$ cat src/rtl/atm_transaction_controller.sv
`default_nettype none
// ============================================================================
// atm_transaction_controller: single-account ATM session FSM (PIN, deposit,
// withdrawal, lockout) with registered status/command outputs.
// Revision: 1.0
// ============================================================================
module atm_transaction_controller #(
  parameter logic [15:0] PIN          = 16'h3987,
  parameter logic [63:0] BALANCE_INIT = 64'd50000
) (
  input  logic        clk,
  input  logic        rst,
  input  logic        tarjeta_recibida,
  input  logic        tipo_trans,
  input  logic        digito_stb,
  input  logic [3:0]  digito,
  input  logic        monto_stb,
  input  logic [31:0] monto,
  output logic        balance_actualizado,
  output logic        entregar_dinero,
  output logic        pin_incorrecto,
  output logic        advertencia,
  output logic        bloqueo,
  output logic        fondos_insuficientes
);

  typedef enum logic [1:0] {
    ST_IDLE    = 2'd0,
    ST_PIN     = 2'd1,
    ST_TRANS   = 2'd2,
    ST_BLOCKED = 2'd3
  } state_t;

  state_t      state_q, state_d;
  logic [63:0] balance_q, balance_d;
  logic [1:0]  attempts_q, attempts_d;
  logic [1:0]  count_q, count_d;
  logic [15:0] pin_sr_q, pin_sr_d;
  logic        upd_q, upd_d;
  logic        ent_q, ent_d;
  logic        pin_bad_q, pin_bad_d;
  logic        adv_q, adv_d;
  logic        blk_q, blk_d;
  logic        fondos_q, fondos_d;

  logic [15:0] pin_cand;
  logic [1:0]  attempts_inc;
  logic [63:0] monto_ext;

  assign pin_cand     = {pin_sr_q[11:0], digito};
  assign attempts_inc = attempts_q + 2'd1;
  assign monto_ext    = {32'd0, monto};

  always_comb begin
    state_d    = state_q;
    balance_d  = balance_q;
    attempts_d = attempts_q;
    count_d    = count_q;
    pin_sr_d   = pin_sr_q;
    adv_d      = adv_q;
    blk_d      = blk_q;
    upd_d      = 1'b0;
    ent_d      = 1'b0;
    pin_bad_d  = 1'b0;
    fondos_d   = 1'b0;

    unique case (state_q)
      ST_IDLE: begin
        if (tarjeta_recibida) begin
          state_d = ST_PIN;
          count_d = 2'd0;
        end
      end
      ST_PIN: begin
        if (digito_stb) begin
          pin_sr_d = pin_cand;
          if (count_q == 2'd3) begin
            // Fourth digit: judge the full code on this same edge.
            count_d = 2'd0;
            if (pin_cand == PIN) begin
              state_d    = ST_TRANS;
              attempts_d = 2'd0;
              adv_d      = 1'b0;
            end else begin
              pin_bad_d  = 1'b1;
              attempts_d = attempts_inc;
              if (attempts_inc == 2'd2) begin
                adv_d = 1'b1;
              end
              if (attempts_inc == 2'd3) begin
                state_d = ST_BLOCKED;
                blk_d   = 1'b1;
              end
            end
          end else begin
            count_d = count_q + 2'd1;
          end
        end
      end
      ST_TRANS: begin
        if (monto_stb) begin
          state_d = ST_IDLE;
          if (!tipo_trans) begin
            balance_d = balance_q + monto_ext;
            upd_d     = 1'b1;
          end else if (monto_ext <= balance_q) begin
            balance_d = balance_q - monto_ext;
            upd_d     = 1'b1;
            ent_d     = 1'b1;
          end else begin
            fondos_d = 1'b1;
          end
        end
      end
      default: begin
        state_d = ST_BLOCKED;
      end
    endcase
  end

  always_ff @(posedge clk) begin
    if (rst) begin
      state_q    <= ST_IDLE;
      balance_q  <= BALANCE_INIT;
      attempts_q <= 2'd0;
      count_q    <= 2'd0;
      pin_sr_q   <= 16'd0;
      upd_q      <= 1'b0;
      ent_q      <= 1'b0;
      pin_bad_q  <= 1'b0;
      adv_q      <= 1'b0;
      blk_q      <= 1'b0;
      fondos_q   <= 1'b0;
    end else begin
      state_q    <= state_d;
      balance_q  <= balance_d;
      attempts_q <= attempts_d;
      count_q    <= count_d;
      pin_sr_q   <= pin_sr_d;
      upd_q      <= upd_d;
      ent_q      <= ent_d;
      pin_bad_q  <= pin_bad_d;
      adv_q      <= adv_d;
      blk_q      <= blk_d;
      fondos_q   <= fondos_d;
    end
  end

  assign balance_actualizado  = upd_q;
  assign entregar_dinero      = ent_q;
  assign pin_incorrecto       = pin_bad_q;
  assign advertencia          = adv_q;
  assign bloqueo              = blk_q;
  assign fondos_insuficientes = fondos_q;

endmodule
`default_nettype wire

$ cat config.mk
export PLATFORM = sky130hd
export DESIGN_NAME = atm_transaction_controller
export DESIGN_NICKNAME = d
export VERILOG_FILES = /design/src/rtl/atm_transaction_controller.sv
export SDC_FILE = /design/constraint.sdc
export NUM_CORES = 1
export LEC_CHECK = 0
export CORE_MARGIN = 2
export CORE_UTILIZATION = 45
export CTS_CLUSTER_DIAMETER = 150
export CTS_CLUSTER_SIZE = 20
export DETAILED_ROUTE_END_ITERATION = 8
export MAX_ROUTING_LAYER = met4
export SETUP_SLACK_MARGIN = 0.02
export SLEW_MARGIN = 0
export SYNTH_ARGS = -nofsm -noshare
export SYNTH_HDL_FRONTEND = slang
export SYNTH_SLANG_ARGS = --single-unit
$ cat constraint.sdc
create_clock -name clk -period 3.88 [get_ports clk]
set_input_delay 0.388 -clock clk [delete_from_list [all_inputs] [get_ports clk]]
set_output_delay 0.388 -clock clk [all_outputs]
set_load 0.02 [all_outputs]
==> results of run 1 <==
cell type report:
| cell class | count | area [sq um] |
|---|---|---|
| Timing Repair Buffer | 186 | 1530 |
| Inverter | 82 | 308 |
| Multi-Input combinational cell | 947 | 6090 |
| Sequential cell | 88 | 1760 |
| Tap cell | 234 | 293 |
| Fill cell | 1848 | 8230 |
| Clock inverter | 7 | 75.1 |
| Clock buffer | 9 | 225 |
flip-flops by register name, summed over array words and instances, names as in the netlist:
register              cells
pin_incorrecto            1
fondos_insuficientes      1
state_q                   2
advertencia               1
entregar_dinero           1
balance_actualizado       1
balance_q                64
count_q                   2
pin_sr_q                 12
bloqueo                   1
attempts_q                2
critical path, stage by stage:
cell and delay [ps]:
clkdlybuf4s50_1 470, inv_1 90, buf_4 150, fa_1 450, o21bai_1 180, o211ai_1 170, a211oi_1 520, a221oi_2 200
o211ai_1 210, buf_4 180, nand3_1 150, buf_4 200, o32ai_1 200, buf_4 190, xnor2_1 120, nor2_1 50
routing by layer:
layer | wire [microns] | track usage
met5 | 0 | -
met2 | 11800 | 0.429
met3 | 1790 | 0.0380
met4 | 507 | 0.0668
met1 | 13700 | 0.412
stage by stage:
step / worst slack [ps] / power (mW)
4_1_cts: 152 / 2.29
2_1_floorplan: 696 / 1.18
5_1_grt: 42.9 / 2.36
3_5_place_dp: -224 / 1.36
3_3_place_gp: -204 / 1.35
6_report: 207 / 2.26
cells by family (layout without fill, tap and decap cells):
kind of cell / after synthesis / count (layout) / share of synthesized area
AOI/OAI and AO/OA: 364 / 364 / 0.285
xor gates and xnor gates: 37 / 37 / 0.0384
adders and majority gates: 69 / 69 / 0.104
buffers and inverters: 152 / 284 / 0.0712
DFF: 88 / 88 / 0.209
muxes: 10 / 10 / 0.0128
and+or+nand+nor: 467 / 467 / 0.279
power by group:
part           internal, mW  leakage [nW]  total [mW]  switching (mW)
Sequential            0.906         0.710       0.910         0.00374
Clock                 0.457         0.144       0.922           0.465
Combinational         0.192          3.42       0.433           0.241
Total                  1.56          4.28        2.26           0.710
layout by cell type (no fill, tap or decap), types with 19 or more instances in the layout:
cell             Yosys  layout
nand4_1             25      25
clkdlybuf4s50_1      0      45
dfxtp_1             88      88
inv_1               81      81
nand3_1             37      37
a211oi_1            26      26
ha_1                67      67
nand2_1            116     116
o21ai_0             62      62
buf_4                2     138
nor2_1             119     119
nor3_1              25      25
nor2b_1             21      21
xnor2_1             34      34
a21oi_1            116     116
nor4_1              19      19
cells in the mapped netlist, drive strengths merged (9+ instances only):
cell,instances
nor2,119
a21oi,116
nand2,116
dfxtp,88
inv,81
ha,67
o21ai,62
clkbuf,59
nand3,37
xnor2,34
nor3,27
a211oi,26
nand4,25
nor2b,21
nor4,19
o31ai,19
or3,18
and3,16
or4,16
a21o,15
nand2b,14
o211ai,14
a31oi,12
buf,11
o21bai,11
or2,11
a2111oi,9
o21a,9
path summary, 6_finish.rpt:
kind,start,to
max,monto[1],balance_q[62]$_SDFFE_PP0P_
min,pin_sr_q[4]$_SDFFE_PP0P_,pin_sr_q[8]$_SDFFE_PP0P_
max reg2reg,balance_q[0]$_SDFFE_PP0P_,balance_q[62]$_SDFFE_PP0P_
min reg2reg,pin_sr_q[4]$_SDFFE_PP0P_,pin_sr_q[8]$_SDFFE_PP0P_
==> results.sh, run 1 <==
export IMPL_status="completed"
export IMPL_clock_sinks=88
export IMPL_stdcell_area_sq_um=10300
export IMPL_period_share=0.947
export IMPL_synth_nets=1298
export IMPL_gp_congestion=1.00
export IMPL_yosys_warnings=0
export IMPL_grt_remaining_overflow=0
export IMPL_core_rowCount=50
export IMPL_final_nets=1425
export IMPL_h_tree_depth=3
export IMPL_p_per_area_nw_per_um2=220
export IMPL_drc=0
export IMPL_synth_edf_count=0
export IMPL_synth_area_per_cell_sq_um=7.10
export IMPL_cts_buffer_depth=2
export IMPL_die_w_microns=141
export IMPL_async_flop_share=0
export IMPL_routed_wl_microns=27800
export IMPL_tns_ps=0
export IMPL_vias=9179
export IMPL_post_route_util=0.555
export IMPL_syn_area_sq_um=8430
export IMPL_ys_flop_type="dfxtp_1"
export IMPL_synth_distinct_cells=78
export IMPL_rsz0062_at_grt="false"
export IMPL_hold_depth=2
export IMPL_slew_violations=0
export IMPL_initial_core_util=0.455
export IMPL_hold_class="reg2reg"
export IMPL_grt_pass1_vias=8400
export IMPL_hold_viol=0
export IMPL_post_cts_resize_count=0
export IMPL_post_cts_buffers=0
export IMPL_arrival_ps=3920
export IMPL_area_delta_synth_final_pct=22.0
export IMPL_cts_tree="done"
export IMPL_portBuffers=47
export IMPL_hold_buffers=0
export IMPL_clock_skew_ps=16.1
export IMPL_holdWs_ps=460
export IMPL_yosysSeqAreaShare=0.209
export IMPL_grt_pass1_wl_microns=44300
export IMPL_num_io_pins=48
export IMPL_min_period_ps=3670
export IMPL_antenna_found_initial=0
export IMPL_cts_made_buffers=9
export IMPL_track_usage=0.287
export IMPL_synth_area_leaders="dfxtp_1 (21%), ha_1 (9.9%), a21oi_1 (6.9%)"
export IMPL_cts_root_buf="clkbuf_16"
export IMPL_synth_cells=1187
export IMPL_grt_max_degree=47
export IMPL_worstPathRequired_ps=4130
export IMPL_place_inst=1537
export IMPL_synth_top_area_cell="dfxtp_1"
export IMPL_cp_end_kind="flip-flop"
export IMPL_place_area_sq_um=9970
export IMPL_reg2reg_depth=15
export IMPL_fmax_mhz=272
export IMPL_path_max_fanout=5
export IMPL_yosys_register_bits=88
export IMPL_hpwl_microns=21800
export IMPL_leakagePower_nw=4.28
export IMPL_worstSetupPathType="in2reg"
export IMPL_max_slew_margin_rel=0.596
export IMPL_die_y_microns=141
export IMPL_drtIter0Drc=849
export IMPL_r2r_slack_ps=400
export IMPL_start_kind="input port"
export IMPL_max_cap_violations=0
export IMPL_clkTransAtPathRegs_ps=80
export IMPL_drive_gt1_frac=0.149
export IMPL_synth_top_area_share=0.209
export IMPL_ant_nets=0
export IMPL_final_cells=1553
export IMPL_routedWlPerCell_microns=17.9
export IMPL_worst_pin_slew_ps=606
export IMPL_antennaDiodeCount=0
export IMPL_firstDrtPassIters=5
export IMPL_core_region_area_sq_um=18500
export IMPL_ir_worst_vdd_v=0.000207
export IMPL_setup_viol=0
export IMPL_vias_per_cell=5.91
export IMPL_clk_latency_ps=370
export IMPL_die_area_sq_um=19800
(Power assumes the default switching activity.)
==> run 2, diff against run 1 <==
--- a/config.mk
+++ b/config.mk
@@ -5,8 +5,10 @@
 export SDC_FILE = /design/constraint.sdc
 export NUM_CORES = 1
 export LEC_CHECK = 0
+export CAP_MARGIN = 10
 export CORE_MARGIN = 2
 export CORE_UTILIZATION = 45
+export CTS_BUF_LIST = sky130_fd_sc_hd__clkbuf_4 sky130_fd_sc_hd__clkbuf_8
 export CTS_CLUSTER_DIAMETER = 150
 export CTS_CLUSTER_SIZE = 20
 export DETAILED_ROUTE_END_ITERATION = 8
==> run 2 against run 1 <==
Final cell count unchanged. Critical path depth fell by 1. Via count is 0.50% higher. Core utilization down 0.61 points. Die area did not move. Register-to-register slack worse by 140 ps. Combinational power barely moved. Sequential power barely moved. Worst setup slack got worse by 170 ps. Hold slack lost 33 ps.
==> results.sh, run 2 (synthesis results as in run 1) <==
export IMPL_status="completed"
export IMPL_rsz0062_at_grt="false"
export IMPL_mostFrequentLayoutCell="buf_4"
export IMPL_routed_wl_microns=27800
export IMPL_tns_ps=0
export IMPL_drc=0
export IMPL_ant_nets=0
export IMPL_ir_worst_vdd_v=0.000148
export IMPL_final_cell_mix="buf_4 (138), nor2_1 (119), nand2_1 (116), a21oi_1 (116), dfxtp_1 (88)"
export IMPL_slew_violations=0
export IMPL_num_io_pins=48
export IMPL_vias=9225
export IMPL_leakagePower_nw=4.24
export IMPL_die_area_sq_um=19800
export IMPL_antenna_found_initial=0
export IMPL_crit_buf_inv=6
export IMPL_holdWs_ps=427
export IMPL_critPathMostFrequentCell="buf_4"
export IMPL_vias_per_cell=5.94
export IMPL_path_max_fanout=8
export IMPL_max_cap_violations=0
export IMPL_drtIter0Drc=830
export IMPL_core_region_area_sq_um=18500
export IMPL_cp_cell_sequence="clkdlybuf4s50_1, inv_1, ha_1, inv_1, a2111oi_0, buf_4, a211oi_1, a221oi_1, o211ai_1, buf_4, buf_4, nand2_1, nand2_1, nand3_1, mux2_2"
export IMPL_grt_pass1_wl_microns=44000
export IMPL_portBuffers=47
export IMPL_critPathTopFamily="compound AO/OA/AOI/OAI gates"
export IMPL_clock_sinks=88
export IMPL_start_kind="input port"
export IMPL_top_regs="balance_q (64), pin_sr_q (12)"
export IMPL_clkTransAtPathRegs_ps=110
export IMPL_arrival_ps=4140
export IMPL_period_share=0.990
export IMPL_grt_max_degree=47
export IMPL_p_per_area_nw_per_um2=200
export IMPL_drive_gt1_frac=0.148
export IMPL_antennaDiodeCount=0
export IMPL_clock_skew_ps=26.0
export IMPL_final_nets=1425
export IMPL_die_y_microns=141
export IMPL_cts_tree="done"
export IMPL_track_usage=0.286
export IMPL_min_period_ps=3840
export IMPL_largest_register="balance_q"
export IMPL_post_cts_resize_count=0
export IMPL_hold_viol=0
export IMPL_worstPathRequired_ps=4180
export IMPL_firstDrtPassIters=5
export IMPL_gp_congestion=1.00
export IMPL_cts_root_buf="clkbuf_8"
export IMPL_slowest_delay_ps=690
export IMPL_hpwl_microns=21800
export IMPL_clk_latency_ps=410
export IMPL_regToRegStartpoint="balance_q[7]$_SDFFE_PP0P_"
export IMPL_die_w_microns=141
export IMPL_hold_buffers=0
export IMPL_setup_viol=0
export IMPL_initial_core_util=0.455
export IMPL_grt_pass1_vias=8332
export IMPL_core_rowCount=50
export IMPL_worstSetupPathType="in2reg"
export IMPL_h_tree_depth=3
export IMPL_fmax_mhz=260
export IMPL_largest_reg_flops=64
export IMPL_cts_made_buffers=9
export IMPL_post_cts_buffers=0
export IMPL_worst_pin_slew_ps=903
export IMPL_cp_slowest_cell="a221oi_1"
export IMPL_hold_class="in2reg"
export IMPL_cp_end_kind="flip-flop"
export IMPL_max_slew_margin_rel=0.393
export IMPL_cts_buffer_depth=2
export IMPL_routedWlPerCell_microns=17.9
export IMPL_grt_remaining_overflow=0
export IMPL_critPathLaunch="monto[5]"
export IMPL_hold_start="rst"
export IMPL_area_delta_synth_final_pct=20.7
run 2: changes by cell type in the layout (fill, tap and decap cells not counted):
cell / change
o31ai_2: -1
a221oi_2: -1
o31ai_1: +1
a221oi_1: +1
clkbuf_8: +9
clkbuf_16: -9
run 2: stage by stage:
stage	util	area [sq um]	setup slack (ps)	total power [mW]	std cells
after floorplan	-	8430	696	1.18	1187
after global placement	0.538	9970	-204	1.35	1537
after detailed placement	0.538	9970	-224	1.36	1537
after CTS	0.549	10200	204	2.06	1553
after global routing	0.549	10200	43.4	2.13	1553
final	0.549	10200	37.6	2.04	1553
run 2: area by class of cell:
cell class / instances / area (sq um)
Clock buffer: 9 / 124
Multi-Input combinational cell: 947 / 6080
Clock inverter: 7 / 75.1
Timing Repair Buffer: 186 / 1530
Sequential cell: 88 / 1760
Fill cell: 1859 / 8340
Tap cell: 234 / 293
Inverter: 82 / 308
run 2: report_power, final:
part / switching [mW] / internal [mW]
Combinational: 0.241 / 0.192
Clock: 0.440 / 0.254
Sequential: 0.00369 / 0.906
Total: 0.685 / 1.35
run 2: path summary, 6_finish.rpt:
kind | end | slack (ps) | cells after the start
worst min register to register | pin_sr_q[8]$_SDFFE_PP0P_ | 460 | 2
worst min-delay path | balance_q[42]$_SDFFE_PP0P_ | 430 | 2
worst max-delay path | balance_q[48]$_SDFFE_PP0P_ | 40 | 15
worst max register to register | balance_q[48]$_SDFFE_PP0P_ | 260 | 14
run 2: worst register-to-register path, delay by kind of cell, from the launching register on:
kind | cells | cell delay [ps]
buffers and inverters | 4 | 690
and+or+nand+nor | 4 | 390
adders and majority gates | 1 | 300
DFF | 1 | 350
muxes | 1 | 350
AOI/OAI and AO/OA | 4 | 1450
run 2: layer usage:
metal / global-route usage / routed length (microns) / part of all wire / vias up
met2: 0.425 / 11800 / 0.42 / 368
met4: 0.0800 / 529 / 0.019 / 0
met1: 0.410 / 13600 / 0.49 / 4257
met3: 0.0340 / 1880 / 0.068 / 40
li1: - / - / - / 4560
met5: - / 0 / 0 / -
==> run 3, diff against run 2 <==
--- a/config.mk
+++ b/config.mk
@@ -12,6 +12,7 @@
 export CTS_CLUSTER_DIAMETER = 150
 export CTS_CLUSTER_SIZE = 20
 export DETAILED_ROUTE_END_ITERATION = 8
+export GPL_ROUTABILITY_DRIVEN = 0
 export MAX_ROUTING_LAYER = met4
 export SETUP_SLACK_MARGIN = 0.02
 export SLEW_MARGIN = 0
==> constraint.sdc (replaced) <==
create_clock -name clk -period 3.6 [get_ports clk]
set_input_delay 0.36 -clock clk [delete_from_list [all_inputs] [get_ports clk]]
set_output_delay 0.36 -clock clk [all_outputs]
set_load 0.02 [all_outputs]
==> run 3 against run 2 <==
Final cell count increased by 4.9%. Total power rose by 11%. Sequential share of layout area shrank 1.1 points. Hold slack improved by 30 ps. Worst setup slack improved by 79 ps. Clock power increased by 13%. Critical path depth down 2. Global-route usage rose by 0.13 points. Register-to-register slack is essentially flat. Critical path type unchanged.
==> results.sh, run 3 (synthesis results as in run 1) <==
export IMPL_hold_depth=2
export IMPL_clk_latency_ps=400
export IMPL_clkTransAtPathRegs_ps=100
export IMPL_routedWlPerCell_microns=17.2
export IMPL_grt_pass1_vias=8794
export IMPL_path_max_fanout=4
export IMPL_max_slew_margin_rel=0.448
export IMPL_max_cap_violations=0
export IMPL_hold_start="pin_sr_q[8]$_SDFFE_PP0P_"
export IMPL_die_w_microns=141
export IMPL_critPathTopFamily="simple AND/OR/NAND/NOR gates"
export IMPL_crit_buf_inv=3
export IMPL_worstSetupPathType="in2reg"
export IMPL_core_rowCount=50
export IMPL_clock_skew_ps=12.2
export IMPL_clock_sinks=88
export IMPL_cts_made_buffers=9
export IMPL_initial_core_util=0.455
export IMPL_cp_end_kind="flip-flop"
export IMPL_min_period_ps=3480
export IMPL_gr_usage_met1=0.411
export IMPL_place_worst_setup_slack_ps=-400
export IMPL_grt_pass1_wl_microns=44700
export IMPL_grt_busiest_layer="met2"
export IMPL_use_met3=0.0363
export IMPL_core_region_area_sq_um=18500
export IMPL_place_area_sq_um=10500
export IMPL_drtIter0Drc=887
export IMPL_hold_viol=0
export IMPL_final_cell_mix="buf_4 (214), nor2_1 (119), nand2_1 (115), a21oi_1 (115), dfxtp_1 (88)"
export IMPL_die_area_sq_um=19800
export IMPL_die_y_microns=141
export IMPL_hpwl_microns=21800
export IMPL_worstPathRequired_ps=3930
export IMPL_min_to="pin_sr_q[8]$_SDFFE_PP0P_"
export IMPL_grt_remaining_overflow=0
export IMPL_stdcell_area_sq_um=10800
export IMPL_vias_per_cell=5.91
export IMPL_drive_gt1_frac=0.201
export IMPL_tns_ps=0
export IMPL_largest_register="balance_q"
export IMPL_worst_slack_ps=117
export IMPL_arrival_ps=3820
export IMPL_hold_class="reg2reg"
export IMPL_num_io_pins=48
export IMPL_fillCellCount=1772
export IMPL_regToRegEndpoint="balance_q[63]$_SDFFE_PP0P_"
export IMPL_regToRegStartpoint="balance_q[12]$_SDFFE_PP0P_"
export IMPL_drc=0
export IMPL_final_nets=1501
export IMPL_slew_violations=0
export IMPL_ant_nets=0
export IMPL_portBuffers=47
export IMPL_cts_root_buf="clkbuf_8"
export IMPL_hold_buffers=0
export IMPL_worst_pin_slew_ps=807
export IMPL_p_per_area_nw_per_um2=209
export IMPL_track_usage=0.287
export IMPL_cp_slowest_cell="or4_4"
export IMPL_reg2reg_depth=11
export IMPL_vias=9628
export IMPL_period_share=0.968
export IMPL_fmax_mhz=287
export IMPL_mostFrequentLayoutCell="buf_4"
export IMPL_top_regs="balance_q (64), pin_sr_q (12)"
export IMPL_cts_tree="done"
export IMPL_cp_cell_sequence="clkdlybuf4s50_1, inv_1, ha_1, or4_4, or3_4, nor3_4, a2111oi_2, buf_4, o31ai_4, o2bb2ai_4, a41oi_2, or4_1, a21oi_1"
export IMPL_grt_use_met2=0.427
export IMPL_r2r_slack_ps=270
export IMPL_h_tree_depth=3
export IMPL_status="completed"
export IMPL_ir_worst_vdd_v=0.000155
export IMPL_routed_wl_microns=28000
export IMPL_setup_viol=0
export IMPL_leakagePower_nw=4.62
export IMPL_antennaDiodeCount=0
export IMPL_antenna_found_initial=0
export IMPL_cts_buffer_depth=2
export IMPL_start_kind="input port"
export IMPL_firstDrtPassIters=6
export IMPL_critPathLaunch="monto[12]"
export IMPL_rsz0062_at_grt="true"
export IMPL_grt_max_degree=59
export IMPL_largest_reg_flops=64
export IMPL_area_delta_synth_final_pct=28.6
export IMPL_slowest_delay_ps=550
[run 3: cell types whose count changed in the layout (fill, tap and decap cells not counted), moves of 2 or more]
cell / previous run / this run
inv_6: 0 / 2
inv_8: 3 / 1
buf_4: 138 / 214
a2111oi_0: 7 / 5
clkinv_4: 2 / 0
[run 3: layout make-up]
| cell class | instances | area [sq um] | share of cell area |
|---|---|---|---|
| clock buffer | 9 | 124 | 0.0114 |
| clock inverter | 7 | 87.6 | 0.00808 |
| inverter | 82 | 308 | 0.0284 |
| multi-input combinational | 947 | 6170 | 0.569 |
| sequential | 88 | 1760 | 0.162 |
| tap | 234 | 293 | 0.0270 |
| timing repair buffer | 262 | 2100 | 0.194 |
[run 3: worst max-delay path by stage]
stage | endpoint | depth (start not counted)
after floorplan | balance_q[63]$_SDFFE_PP0P_ | 12
after global placement | balance_q[36]$_SDFFE_PP0P_ | 14
after detailed placement | balance_q[36]$_SDFFE_PP0P_ | 14
after CTS | balance_q[36]$_SDFFE_PP0P_ | 14
after global routing | balance_q[59]$_SDFFE_PP0P_ | 13
final | balance_q[63]$_SDFFE_PP0P_ | 13
[run 3: worst register-to-register path, delay by kind of cell, from the launching register on]
kind,cells,cell delay [ps]
buffers and inverters,1,170
adder cells (fa/ha/maj),1,310
AND/OR/NAND/NOR,4,1520
AO/OA/AOI/OAI,5,920
flip-flops,1,340
[run 3: metal layers]
metal | part of all wire | routed length [microns] | up-vias
li1 | - | - | 4706
met1 | 0.47 | 13200 | 4423
met2 | 0.42 | 11800 | 426
met3 | 0.082 | 2300 | 73
met4 | 0.026 | 714 | 0
met5 | 0 | 0 | -
[run 3: repair_timing]
action	CTS	global route
pin swaps	1	4
setup buffers	1	2
gates resized for setup	0	19
setup endpoints to repair	1	57
[run 3: power by group]
part | internal [mW] | total (mW) | switching, mW
logic | 0.232 | 0.499 | 0.267
registers | 0.977 | 0.981 | 0.00402
clock network | 0.336 | 0.784 | 0.449
[run 3: metrics by stage]
step                      power [mW]  hold WS, ps  instances  utilization
after CTS                       2.27          455       1627        0.580
after detailed placement        1.49          446       1610        0.568
after global routing            2.36          477       1629        0.586
final                           2.26          457       1629        0.586
after floorplan                 1.27          432       1187            -
after global placement          1.49          438       1610        0.568
==> edit: new RTL, flow settings as in run 3 <==
Encoding of `state_t`: now Gray code (2 bits for 4 states).
--- a/src/rtl/atm_transaction_controller.sv
+++ b/src/rtl/atm_transaction_controller.sv
@@ -26,8 +26,8 @@
 
   typedef enum logic [1:0] {
-    ST_IDLE    = 2'd0,
-    ST_PIN     = 2'd1,
-    ST_TRANS   = 2'd2,
-    ST_BLOCKED = 2'd3
+    ST_IDLE    = 2'b00,
+    ST_PIN     = 2'b01,
+    ST_TRANS   = 2'b11,
+    ST_BLOCKED = 2'b10
   } state_t;
 
Check against the original RTL: same outputs for any inputs over 10 cycles, from zero or initial values and one cycle with rst high; not proved beyond that.
==> edit against run 3 <==
  * Wire length shrank 6.2%
  * Synthesized area is 0.31% lower
  * Clock skew is 3.7 ps lower
  * Power is 19% higher
  * Setup slack improved by 44 ps
  * Cell area shrank 5.4%
  * Critical path depth is the same
  * Cell count decreased by 5.0%
  * Maximum frequency grew 1.3%
  * Via count is 5.4% lower
  * Sequential share of layout area up 0.93 points
  * Non-clock buffer count fell by 57
  * Register-to-register slack improved by 50 ps
  * Sequential cell count is the same
  * Critical path type unchanged
  * Critical endpoint unchanged
==> edit: results (changes against run 3) <==
\begin{tabular}{lr}
\hline
Metric & Value \\
\hline
\multicolumn{2}{l}{\textbf{Cells and area}} \\
Total Nets Final & 1428 (was 1501) \\
Fraction of layout instances using a drive strength above 1 & 16.1\% (was 20.1\%) \\
Non-filler cells in the finished layout & 1548 (was 1629) \\
\multicolumn{2}{l}{\textbf{Route}} \\
Total Wirelength & 26.3 mm (was 28.0 mm) \\
Number of DRC markers in iteration 0 & 701 (was 887) \\
Vias & 9112 (was 9628) \\
TritonRoute pass-1 iters & 5 (was 6) \\
\multicolumn{2}{l}{\textbf{Logic synthesis}} \\
Leading post-synthesis cells by instance count & 120 x sky130\_fd\_sc\_hd\_\_a21oi\_1, 111 x sky130\_fd\_sc\_hd\_\_nand2\_1, 111 x sky130\_fd\_sc\_hd\_\_nor2\_1 (was 119 x sky130\_fd\_sc\_hd\_\_nor2\_1, 116 x sky130\_fd\_sc\_hd\_\_a21oi\_1, 116 x sky130\_fd\_sc\_hd\_\_nand2\_1) \\
Post-Synthesis Net Count & 1285 (was 1298) \\
Synthesized netlist cell count & 1171 (was 1187) \\
\multicolumn{2}{l}{\textbf{Worst setup path}} \\
Setup slack on the worst flop-to-flop path & 320 ps (was 270 ps) \\
FF-to-FF Start & balance\_q[0]\$\_SDFFE\_PP0P\_ (was balance\_q[12]\$\_SDFFE\_PP0P\_) \\
Worst reg2reg path endpoint & balance\_q[46]\$\_SDFFE\_PP0P\_ (was balance\_q[63]\$\_SDFFE\_PP0P\_) \\
Worst Path Max Fanout & 3 (was 4) \\
Worst r2r path cells & 14 (was 11) \\
\multicolumn{2}{l}{\textbf{Power}} \\
Total internal power & 1690 µW (was 1540 µW) \\
Maximum VDD drop & 0.166 mV (was 0.155 mV) \\
P\_leak & 0.00429 µW (was 0.00462 µW) \\
\multicolumn{2}{l}{\textbf{Run status}} \\
Status & finished, final reports clean (unchanged) \\
\multicolumn{2}{l}{\textbf{GRT}} \\
Vias in the first global route & 8595 (was 8794) \\
Overall track demand over capacity in global routing & 27.5\% (was 28.7\%) \\
First-pass GRT wire length & 43.4 mm (was 44.7 mm) \\
\multicolumn{2}{l}{\textbf{Placement}} \\
Worst Setup Slack post-DPL & -285 ps (was -400 ps) \\
Half-perimeter wire length after detailed placement & 20.4 mm (was 21.8 mm) \\
\multicolumn{2}{l}{\textbf{STA}} \\
Slew margin rel. & 56.6\% (was 44.8\%) \\
Setup clock skew after layout & 8.53 ps (was 12.2 ps) \\
\multicolumn{2}{l}{\textbf{Clock network}} \\
Total setup buffers inserted after CTS & 0 (was 1) \\
\hline
\end{tabular}
edit: power groups by stage:
stage	Combinational [µW]	Sequential [µW]	Clock (µW)
final	928	1040	730
after global routing	1020	1040	789
after CTS	916	1040	757
after detailed placement	910	1060	0
after global placement	910	1060	0
after floorplan	581	1050	0
edit: what timing repair did:
action,4_1_cts,5_1_grt
hold buffers,0,0
endpoints found under the setup margin,0,18
gates resized for setup,0,7
hold endpoints to repair,0,0
edit: routing by layer:
metal,track usage (%),up-vias,wire [µm]
met5,-,-,0
met4,7.68,0,586
met3,4.01,51,1590
met2,43.4,328,11800
met1,36.9,4206,12200
li1,-,4527,-
edit: layout make-up:
class,instances,area [µm²],area share [%]
Sequential cell,88,1760,17.2
Timing Repair Buffer,205,1670,16.3
Multi-Input combinational cell,928,6040,58.9
Clock inverter,7,65.1,0.634
Inverter,82,308,3.00
Clock buffer,9,124,1.21
Tap cell,229,287,2.79
edit: kinds of logic (layout without fill, tap and decap cells):
| group | Yosys count | after routing | share of synthesized area (%) |
|---|---|---|---|
| AOI/OAI and AO/OA | 349 | 349 | 27.4 |
| xor gates and xnor gates | 44 | 44 | 4.59 |
| adders and majority gates | 72 | 72 | 10.9 |
| buffers and inverters | 155 | 303 | 7.62 |
| DFF | 88 | 88 | 21.0 |
| muxes | 12 | 12 | 1.53 |
| and+or+nand+nor | 451 | 451 | 27.0 |
edit: critical path, cell delays in order:
cell and delay (ps):
sky130_fd_sc_hd__clkdlybuf4s50_1 490, sky130_fd_sc_hd__inv_1 50, sky130_fd_sc_hd__ha_1 290, sky130_fd_sc_hd__or4_1 610
sky130_fd_sc_hd__nor2_1 180, sky130_fd_sc_hd__a21boi_1 290, sky130_fd_sc_hd__nor4_1 120, sky130_fd_sc_hd__a211oi_1 350
sky130_fd_sc_hd__nor2_1 180, sky130_fd_sc_hd__nor2_1 210, sky130_fd_sc_hd__a31oi_1 80, sky130_fd_sc_hd__a21oi_1 160
sky130_fd_sc_hd__mux2_2 340
edit: how the worst min path moves through the flow:
stage,slack [ps],start,end,cells past startpoint
6_report,460,pin_sr_q[11]$_SDFFE_PP0P_,pin_sr_q[11]$_SDFFE_PP0P_,2
5_1_grt,480,pin_sr_q[11]$_SDFFE_PP0P_,pin_sr_q[11]$_SDFFE_PP0P_,2
4_1_cts,460,rst,attempts_q[1]$_SDFFE_PP0P_,2
3_5_place_dp,450,pin_sr_q[11]$_SDFFE_PP0P_,pin_sr_q[11]$_SDFFE_PP0P_,2
3_3_place_gp,440,pin_sr_q[11]$_SDFFE_PP0P_,pin_sr_q[11]$_SDFFE_PP0P_,2
2_1_floorplan,440,pin_sr_q[11]$_SDFFE_PP0P_,pin_sr_q[11]$_SDFFE_PP0P_,2
